`src/rtl/paddle_input_conditioner.sv`:
```
// Purpose : per-channel paddle source select, MSB-replicated widening, tick-rate
//           smoothing filter and frame-stable position latched on VBlank rise.
// Latency : target -> acc on the tick edge; acc -> vpos one edge after vblank rises.
// Backpressure: none; free-running, vpos_upd is a one-cycle strobe with no handshake.
//
// Ports:
//   clk_sys            system clock (only clock)
//   reset              synchronous, active-high
//   mode     [3*CH]    per-channel source: 0 Y, 1 X, 2 Inv-X, 3 Paddle, 4 Digital (5..7 = Y)
//   analog   [16*CH]   per-channel signed stick, [15:8] Y, [7:0] X
//   paddle   [8*CH]    per-channel unsigned paddle byte
//   btn_up/btn_down    per-channel digital-mode buttons, active-high
//   vblank             core vertical blank
//   vpos     [POS_W*CH] registered conditioned positions
//   vpos_upd           strobe coincident with each vpos update

module paddle_input_conditioner #(
    parameter int CHANNELS     = 2,
    parameter int POS_W        = 8,
    parameter int TICK_DIV     = 7159,
    parameter int FILTER_SHIFT = 2,
    parameter int STEP         = 2,
    parameter int ACCEL_TICKS  = 32
) (
    input  logic                      clk_sys,
    input  logic                      reset,
    input  logic [3*CHANNELS-1:0]     mode,
    input  logic [16*CHANNELS-1:0]    analog,
    input  logic [8*CHANNELS-1:0]     paddle,
    input  logic [CHANNELS-1:0]       btn_up,
    input  logic [CHANNELS-1:0]       btn_down,
    input  logic                      vblank,
    output logic [POS_W*CHANNELS-1:0] vpos,
    output logic                      vpos_upd
);

    localparam logic [2:0] MODE_Y    = 3'd0;
    localparam logic [2:0] MODE_X    = 3'd1;
    localparam logic [2:0] MODE_INVX = 3'd2;
    localparam logic [2:0] MODE_PAD  = 3'd3;
    localparam logic [2:0] MODE_DIG  = 3'd4;

    localparam int CNT_W  = (TICK_DIV > 1) ? $clog2(TICK_DIV) : 1;
    localparam int HOLD_W = $clog2(ACCEL_TICKS + 1);

    localparam logic [CNT_W-1:0]  TICK_LAST = CNT_W'(TICK_DIV - 1);
    localparam logic [CNT_W-1:0]  CNT_ONE   = CNT_W'(1);
    localparam logic [HOLD_W-1:0] HOLD_MAX  = HOLD_W'(ACCEL_TICKS);
    localparam logic [HOLD_W-1:0] HOLD_ONE  = HOLD_W'(1);
    localparam logic [POS_W-1:0]  POS_ONE   = POS_W'(1);

    // 0x80 widened the same way as every raw value: top POS_W bits of {raw, raw}.
    localparam logic [POS_W-1:0]  CENTER    = POS_W'(16'h8080 >> (16 - POS_W));

    localparam logic [8:0]        STEP_BASE = 9'(STEP);
    localparam logic [8:0]        STEP_FAST = 9'(2 * STEP);

    // ------------------------------------------------------------------
    // Shared update tick and VBlank edge detect
    // ------------------------------------------------------------------
    logic [CNT_W-1:0] tick_cnt;
    logic             tick;
    logic             vblank_d;
    logic             vb_rise;

    assign tick    = (tick_cnt == TICK_LAST);
    assign vb_rise = vblank & ~vblank_d;

    always_ff @(posedge clk_sys) begin
        if (reset) begin
            tick_cnt <= '0;
            vblank_d <= 1'b0;
            vpos_upd <= 1'b0;
        end else begin
            tick_cnt <= tick ? '0 : tick_cnt + CNT_ONE;
            vblank_d <= vblank;
            vpos_upd <= vb_rise;
        end
    end

    // ------------------------------------------------------------------
    // Per-channel datapath
    // ------------------------------------------------------------------
    for (genvar c = 0; c < CHANNELS; c++) begin : g_ch
        logic [2:0]              ch_mode;
        logic [7:0]              ax;
        logic [7:0]              ay;
        logic [7:0]              raw;
        logic [POS_W-1:0]        target;

        logic [POS_W-1:0]        acc;
        logic [POS_W-1:0]        vpos_r;
        logic [7:0]              dpos;
        logic [HOLD_W-1:0]       hold;
        logic                    last_dir;
        logic [2:0]              mode_prev;

        logic signed [POS_W:0]   diff;
        logic signed [POS_W:0]   shft;
        logic [POS_W-1:0]        stp;
        logic [POS_W-1:0]        acc_filt;

        logic                    up_only;
        logic                    dn_only;
        logic                    one_btn;
        logic                    reversal;
        logic [8:0]              step9;
        logic [8:0]              up_sum;
        logic [8:0]              dn_dif;
        logic [7:0]              dpos_step;
        logic [HOLD_W-1:0]       hold_step;
        logic                    mode_chg;

        assign ch_mode = mode[3*c +: 3];
        assign ay      = analog[16*c+8 +: 8];
        assign ax      = analog[16*c +: 8];

        // Signed stick to offset binary is an MSB flip (+0x80 wraps by design);
        // Inv-X mirrors around the centre so -128 maps to 0xFF and +127 to 0x00.
        always_comb begin
            case (ch_mode)
                MODE_Y:    raw = ay + 8'h80;
                MODE_X:    raw = ax + 8'h80;
                MODE_INVX: raw = ax ^ 8'h7F;
                MODE_PAD:  raw = paddle[8*c +: 8];
                MODE_DIG:  raw = dpos;
                default:   raw = ay + 8'h80;
            endcase
        end

        // MSB replication: 0x00 -> all zeros, 0xFF -> all ones.
        assign target = POS_W'({raw, raw} >> (16 - POS_W));

        // Smoothing: move acc by (target-acc)>>>shift, but never by zero while a
        // difference remains, so acc lands exactly on target.
        assign diff = $signed({1'b0, target}) - $signed({1'b0, acc});
        assign shft = diff >>> FILTER_SHIFT;

        always_comb begin
            stp = shft[POS_W-1:0];
            if (diff != '0 && shft == '0) begin
                stp = diff[POS_W] ? '1 : POS_ONE;
            end
        end

        // acc+s always lies between acc and target, so the modular add is exact.
        assign acc_filt = acc + stp;

        // Digital buttons
        assign up_only  = btn_up[c] & ~btn_down[c];
        assign dn_only  = btn_down[c] & ~btn_up[c];
        assign one_btn  = up_only | dn_only;
        // A reversal restarts acceleration: this tick moves at base step.
        assign reversal = one_btn && (hold != '0) && (last_dir != up_only);
        assign step9    = (!reversal && hold == HOLD_MAX) ? STEP_FAST : STEP_BASE;

        // 9-bit sums: bit 8 flags overflow (up) or borrow (down), then saturate.
        assign up_sum = {1'b0, dpos} + step9;
        assign dn_dif = {1'b0, dpos} - step9;

        always_comb begin
            dpos_step = dpos;
            if (up_only) begin
                dpos_step = up_sum[8] ? 8'hFF : up_sum[7:0];
            end else if (dn_only) begin
                dpos_step = dn_dif[8] ? 8'h00 : dn_dif[7:0];
            end
        end

        always_comb begin
            hold_step = '0;
            if (one_btn && !reversal) begin
                hold_step = (hold == HOLD_MAX) ? HOLD_MAX : hold + HOLD_ONE;
            end
        end

        assign mode_chg = (ch_mode != mode_prev);

        always_ff @(posedge clk_sys) begin
            if (reset) begin
                acc       <= CENTER;
                vpos_r    <= CENTER;
                dpos      <= 8'h80;
                hold      <= '0;
                last_dir  <= 1'b0;
                // Track the live mode so leaving reset never looks like a change.
                mode_prev <= ch_mode;
            end else begin
                mode_prev <= ch_mode;
                if (mode_chg) begin
                    // Snap to the new source; entering digital restarts at centre.
                    if (ch_mode == MODE_DIG) begin
                        acc  <= CENTER;
                        dpos <= 8'h80;
                        hold <= '0;
                    end else begin
                        acc  <= target;
                    end
                end else if (tick) begin
                    acc <= acc_filt;
                    if (ch_mode == MODE_DIG) begin
                        dpos <= dpos_step;
                        hold <= hold_step;
                        if (one_btn) begin
                            last_dir <= up_only;
                        end
                    end
                end
                // Non-blocking read: a same-cycle tick leaves the pre-tick acc here.
                if (vb_rise) begin
                    vpos_r <= acc;
                end
            end
        end

        assign vpos[c*POS_W +: POS_W] = vpos_r;
    end

endmodule
```
`config.mk`:
```
export PLATFORM = sky130hd
export DESIGN_NAME = paddle_input_conditioner
export DESIGN_NICKNAME = d
export VERILOG_FILES = /design/src/rtl/paddle_input_conditioner.sv
export SDC_FILE = /design/constraint.sdc
export NUM_CORES = 1
export LEC_CHECK = 0
export ABC_AREA = 1
export CAP_MARGIN = 20
export CORE_ASPECT_RATIO = 1.75
export CORE_MARGIN = 3
export CORE_UTILIZATION = 35
export CTS_CLUSTER_SIZE = 24
export DETAILED_ROUTE_END_ITERATION = 6
export PLACE_DENSITY_LB_ADDON = 0.25
export SYNTH_ARGS = -nofsm -noshare
export SYNTH_HDL_FRONTEND = slang
export SYNTH_SLANG_ARGS = --single-unit
export TNS_END_PERCENT = 100
```
`constraint.sdc`:
```
create_clock -name clk_sys -period 4.9 [get_ports clk_sys]
set_input_delay 0.49 -clock clk_sys [delete_from_list [all_inputs] [get_ports clk_sys]]
set_output_delay 0.49 -clock clk_sys [all_outputs]
set_load 0.05 [all_outputs]
```
# --- After elaboration in Yosys (flattened, before gate mapping) ---
# Index checks and enable logic that the tools add are counted.
word_totals:
  ff_bits: 83
op_classes:
  n_addsub: 15
  n_eq_ne: 15
  n_mux: 42
  n_bitwise: 16
  reduce_logical: 29
ops:
  columns: ["operator", "count"]
  rows:
  - ["$mux W8", 26]
  - ["$mux W6", 12]
  - ["$pmux W8 S4", 2]
  - ["$add A8 B8 Y8 const B", 4]
  - ["$add A8 B3 Y9", 2]
  - ["$logic_not A9 Y1", 2]
  - ["$reduce_bool A9 Y1", 2]
  - ["$sub A8 B3 Y9", 2]
  - ["$sub A8 B8 Y9", 2]
  - ["$add A8 B8 Y8", 2]
  - ["$not A7 Y7", 2]
  - ["$add A13 B1 Y13 const B", 1]
  - ["$eq A13 B13 Y1 const B", 1]
  - ["$add A6 B1 Y6 const B", 2]
  - ["$eq A3 B2 Y1 const B", 4]
  - ["$eq A6 B6 Y1 const B", 2]
  - ["$reduce_bool A6 Y1", 2]
  - ["$logic_and A1 B1 Y1", 10]
  - ["$reduce_and A4 Y1", 2]
  - ["$not A1 Y1", 7]
  - ["$eq A3 B1 Y1 const B", 2]
  - ["$eq A3 B3 Y1 const B", 2]
  - ["$mux W3", 2]
  - ["$ne A3 B3 Y1", 2]
  - ["9 further kinds", 20]

# --- Logic depth before layout (Yosys ltp) ---
depth:
  depth_word: 15
  ltp_mapped: 31

# --- Least setup slack after synthesis ---
# No wires, ideal clock.
synth_timing:
  kind: "input -> register"
  start: "input port mode[3]"
  end: "register g_ch[1].acc[2]"
  t_arrival_ns: 3.565
  required_ns: 4.781
  setup_slack_ns: 1.216
  path_stages: 25
  path_buffers: 2
  path_cell_list: "buf_2 -> nor2_1 -> nand2_2 -> inv_2 -> buf_4 -> nand2_1 -> nand2_1 -> nor2_1 -> nand2_1 -> inv_1 -> ha_1 -> fa_1 -> inv_1 -> nand3_1 -> nand2_1 -> nand2_1 -> nand3_1 -> nand2_1 -> nand4_1 -> nand2_1 -> ha_1 -> fa_1 -> or2_2 -> a21oi_1 -> a21oi_1"
synth_between:
  elab_chain_len: 9
synth_lines:
  columns: ["item", "line", "rtl"]
  rows:
  - ["start, declared", "27", "input logic [3*CHANNELS-1:0] mode,"]
  - ["$eq A3 B3 Y1, or another cell as far along", "121, 192", null]
  - ["$pmux W8 S4", "121", "case (ch_mode)"]
  - ["$sub A8 B8 Y9", "136", "assign diff = $signed({1'b0, target}) - $signed({1'b0, acc});"]
  - ["$reduce_bool A9 Y1 / $logic_not A9 Y1 (equally long branches)", "141", "if (diff != '0 && shft == '0) begin"]
  - ["$logic_and A1 B1 Y1", "141", null]
  - ["$mux W8", "141", null]
  - ["$add A8 B8 Y8", "147", "assign acc_filt = acc + stp;"]
  - ["$mux W8", "199", "end else if (tick) begin"]
  - ["$mux W8", "190", "if (mode_chg) begin"]
  - ["end signal, assigned", "197", "acc <= target;"]
  - ["end signal, assigned", "200", "acc <= acc_filt;"]
  - ["end, declared", "91", "logic [POS_W-1:0] acc;"]
# Several ways; a longest one is shown, not always the timed one. The select of a mux whose other input is x is not followed.
# A chain may end at the register's enable or synchronous reset.

# --- Worst setup path after layout ---
layout_timing:
  start: "input port mode[2]"
  end: "register g_ch[0].acc[4]"
layout_between:
  elab_chain_len: 9
layout_lines:
  columns: ["item", "line"]
  rows:
  - ["$eq A3 B3 Y1, or another cell as far along", "121, 192"]
  - ["$pmux W8 S4", "121"]
  - ["$sub A8 B8 Y9", "136"]
  - ["$reduce_bool A9 Y1 / $logic_not A9 Y1 (equally long branches)", "141"]
  - ["$logic_and A1 B1 Y1", "141"]
  - ["$mux W8", "141"]
  - ["$add A8 B8 Y8", "147"]
  - ["$mux W8", "199"]
  - ["$mux W8", "190"]
  - ["end signal, assigned", "197"]
  - ["end signal, assigned", "200"]
  - ["end, declared", "91"]
# Several ways; a longest one is shown, not always the timed one. The select of a mux whose other input is x is not followed.

==> results.md <==
* Run status: finished clean
* Final routed DRC violation total at 0
* Setup TNS at 0 ns
* Worst Path Max Fanout at 16
* Unique cell type count in the Yosys netlist at 44
* Largest net degree at the start of global routing at 43
* Total GRT Usage at 19.3%
* Share of cells above drive strength 1 at 5.56%
* Die X at 113 um
* Max rail drop VDD at 0.144 mV
* Die Area at 21800 um^2
* Slew Limit Fails at 0
* EDFF count, synth at 0
* Hold depth at 1
* WS Path Type: in2reg
* DP Wirelength at 16100 um
* CP endpoint kind: flip-flop
* Fin util at 42.7%
* Synthesis warning total at 0
* Initial Util at 36.1%
* Post-cts repair resize count at 0
* Clock root buffer: clkbuf_16
* Vias after detailed routing at 7201
* Non-Filler Instances at 1446
* WL per Instance at 14.0 um
* Diodes inserted at 0
* Fill cell total of the finished layout at 2108
* Post-synth ARST share at 0%
* Fin crit share at 86.9%
* Sequential share of power at 30.3%
* Clock share of power at 29.5%
* Synthesized Nets at 1253
* Maximum clock rate at 0.235 GHz
* Top FF cell, synth: dfxtp_1
* Worst-Margin Slew at 0.635 ns
* Nets at 1317
* Mapped Cells at 1136
* CP startpoint kind: primary input
* Core area at 19400 um^2
* Gate power share at 40.2%
* Syn Area/Cell at 6.15 um^2
* DIE HEIGHT at 193 um
* Antenna viol nets, final at 0
* Initial antenna violation count at 0
* Clock Skews at 0.0110 ns
* Fin Hold WS at 0.464 ns
* Switch share at 39.5%
* Grt total ovfl at 0
* Worst reg-to-reg path cell count at 21
* Vias in the first global route at 7204
* Clock Sinks at 83
* Buffers on Ports at 77
* Register area share after synthesis at 23.8%
* DR pass1 iterations at 5
* # H-tree levels at 3
* Net Sw Power at 0.975 mW
* Cell count after placement at 1430
* Crit path DAT at 4.51 ns
* Maxcap violations at 0
* First-pass GRT wire length at 34000 um
* Clock transition at path regs at 0.07 ns
* Clock Latency Late Sink at 0.36 ns
* IO Pins at 78
* CTS Buffer Depth at 2
* Met3 Wirelength at 832 um
* Total wire length at 20300 um
* Routability cong. at 0.943
* Power Internal at 1.49 mW
* Worst rel slew slack at 57.6%
* Final Hold Viols at 0
* RSZ-0062 raised after global routing: no
* Hold-fix buffer count after cts at 0
* CTS tree: yes
* Std cell rows at 67
* CTS buffer count at 9
* Post-CTS Repair Setup Buffers at 0
* Critical Path RT at 5.15 ns
* Leak at 3.91 nW
* Final setup vio count at 0
* WL met1 at 7740 um
* Top sig layer: met4
* Area Growth Syn to Fin at 18.2%
* Initial drt markers at 350
* Number of synthesized register bits at 83
* Met2 Wirelength at 10900 um
* Syn Std Cell Area at 6990 um^2
* PD cells at 299 nW/um^2
* Period minus WS final at 4.26 ns
* Worst Hold Class: reg2reg
* Vias per cell at 4.98
==> layout by cell type (no fill, tap or decap), types with 9 or more instances in the layout <==
cell type	instances
nand3_1	97
nand2_1	295
nand4_1	26
o21ai_1	13
dfxtp_1	83
xor2_1	15
clkbuf_16	9
nor2_1	126
inv_1	151
inv_2	11
clkdlybuf4s50_1	77
a21oi_1	83
ha_1	48
o21ai_0	62
or2_2	10
==> through the flow <==
| step | worst slack [ns] | power [mW] | area [um^2] |
|---|---|---|---|
| 2_1_floorplan | 1.22 | 1.49 | 6990 |
| 3_3_place_gp | 0.384 | 1.75 | 7960 |
| 3_5_place_dp | 0.297 | 1.75 | 7960 |
| 4_1_cts | 0.666 | 2.49 | 8260 |
| 5_1_grt | 0.264 | 2.67 | 8260 |
| 6_report | 0.641 | 2.47 | 8260 |
==> per-layer routing <==
| layer | up-vias | track usage [%] |
|---|---|---|
| met5 | - | 0 |
| met4 | 0 | 9.25 |
| met3 | 44 | 3.06 |
| met2 | 157 | 37.7 |
| met1 | 3224 | 19.5 |
| li1 | 3776 | - |
==> final cells by class <==
cell class | instances | area, um^2 | share of cell area (%)
multi-input cells | 862 | 4580 | 55.4
flip-flops and latches | 83 | 1660 | 20.1
repair buffers | 81 | 801 | 9.69
inverters | 163 | 613 | 7.42
well taps | 241 | 302 | 3.65
clock buffers | 9 | 225 | 2.73
clock inverters | 7 | 82.6 | 0.999
==> power by group through the flow <==
stage | Clock, mW | Combinational (mW) | Sequential [mW]
final | 0.728 | 0.992 | 0.749
after global routing | 0.775 | 1.15 | 0.754
after CTS | 0.750 | 0.994 | 0.749
after detailed placement | 0 | 0.987 | 0.764
after global placement | 0 | 0.985 | 0.764
after floorplan | 0 | 0.697 | 0.789
==> sequential cells by signal, summed over array words and instances (netlist names) <==
name            count
g_ch.acc           16
g_ch.dpos          16
g_ch.vpos_r        16
tick_cnt           13
g_ch.hold          12
g_ch.mode_prev      6
g_ch.last_dir       2
vblank_d            1
vpos_upd            1
==> synth_stat cells, drive strengths merged, types with 9 or more instances <==
library cell / instances / area share (%)
or2: 16 / 1.4
clkbuf: 12 / 0.64
nand4: 26 / 2.3
xnor2: 9 / 1.2
buf: 16 / 1.4
dfxtp: 83 / 24
a21oi: 83 / 5.9
inv: 162 / 8.7
nand2: 302 / 17
nor2: 138 / 8.2
ha: 48 / 8.6
o21ai: 75 / 5.4
nand3: 102 / 7.8
xor2: 15 / 1.9
==> critical path, cell delays in order <==
cell and delay (ns):
clkdlybuf4s50_1 0.67, nor2_1 0.11, nand2_1 0.16, nand3_2 0.26, or2_0 0.31, and2_1 0.18, ha_1 0.33, nand2_1 0.13
nand2_1 0.06, a21oi_1 0.17, nand2_1 0.14, nand3_1 0.09, nor2_1 0.05, nand4_1 0.06, nand2_1 0.06, ha_1 0.22
fa_1 0.43, nand2_1 0.10, a21boi_0 0.10, nor2_1 0.11, a21oi_1 0.07, a21oi_1 0.13, a21oi_1 0.08
==> logic make-up (layout without fill, tap and decap cells) <==
family / count (synthesis) / count (layout) / share of synthesized area (%)
mux: 1 / 1 / 0.143
xor+xnor: 24 / 24 / 3.11
simple gates: 606 / 606 / 38.3
fa+ha+maj: 56 / 56 / 10.9
buf+inv: 191 / 260 / 10.8
compound gates: 175 / 175 / 13.0
flops: 83 / 83 / 23.8
==> path summary, 6_finish.rpt <==
check                               start                           to  slack [ns]
min reg2reg        tick_cnt[0]$_SDFF_PP0_       tick_cnt[0]$_SDFF_PP0_        0.46
min                tick_cnt[0]$_SDFF_PP0_       tick_cnt[0]$_SDFF_PP0_        0.46
max reg2reg  g_ch[0].dpos[3]$_SDFFE_PP0P_  g_ch[0].acc[4]$_SDFFE_PP0N_        1.29
max                               mode[2]  g_ch[0].acc[4]$_SDFFE_PP0N_        0.64
Note: power is estimated with default switching activity, not from simulation.
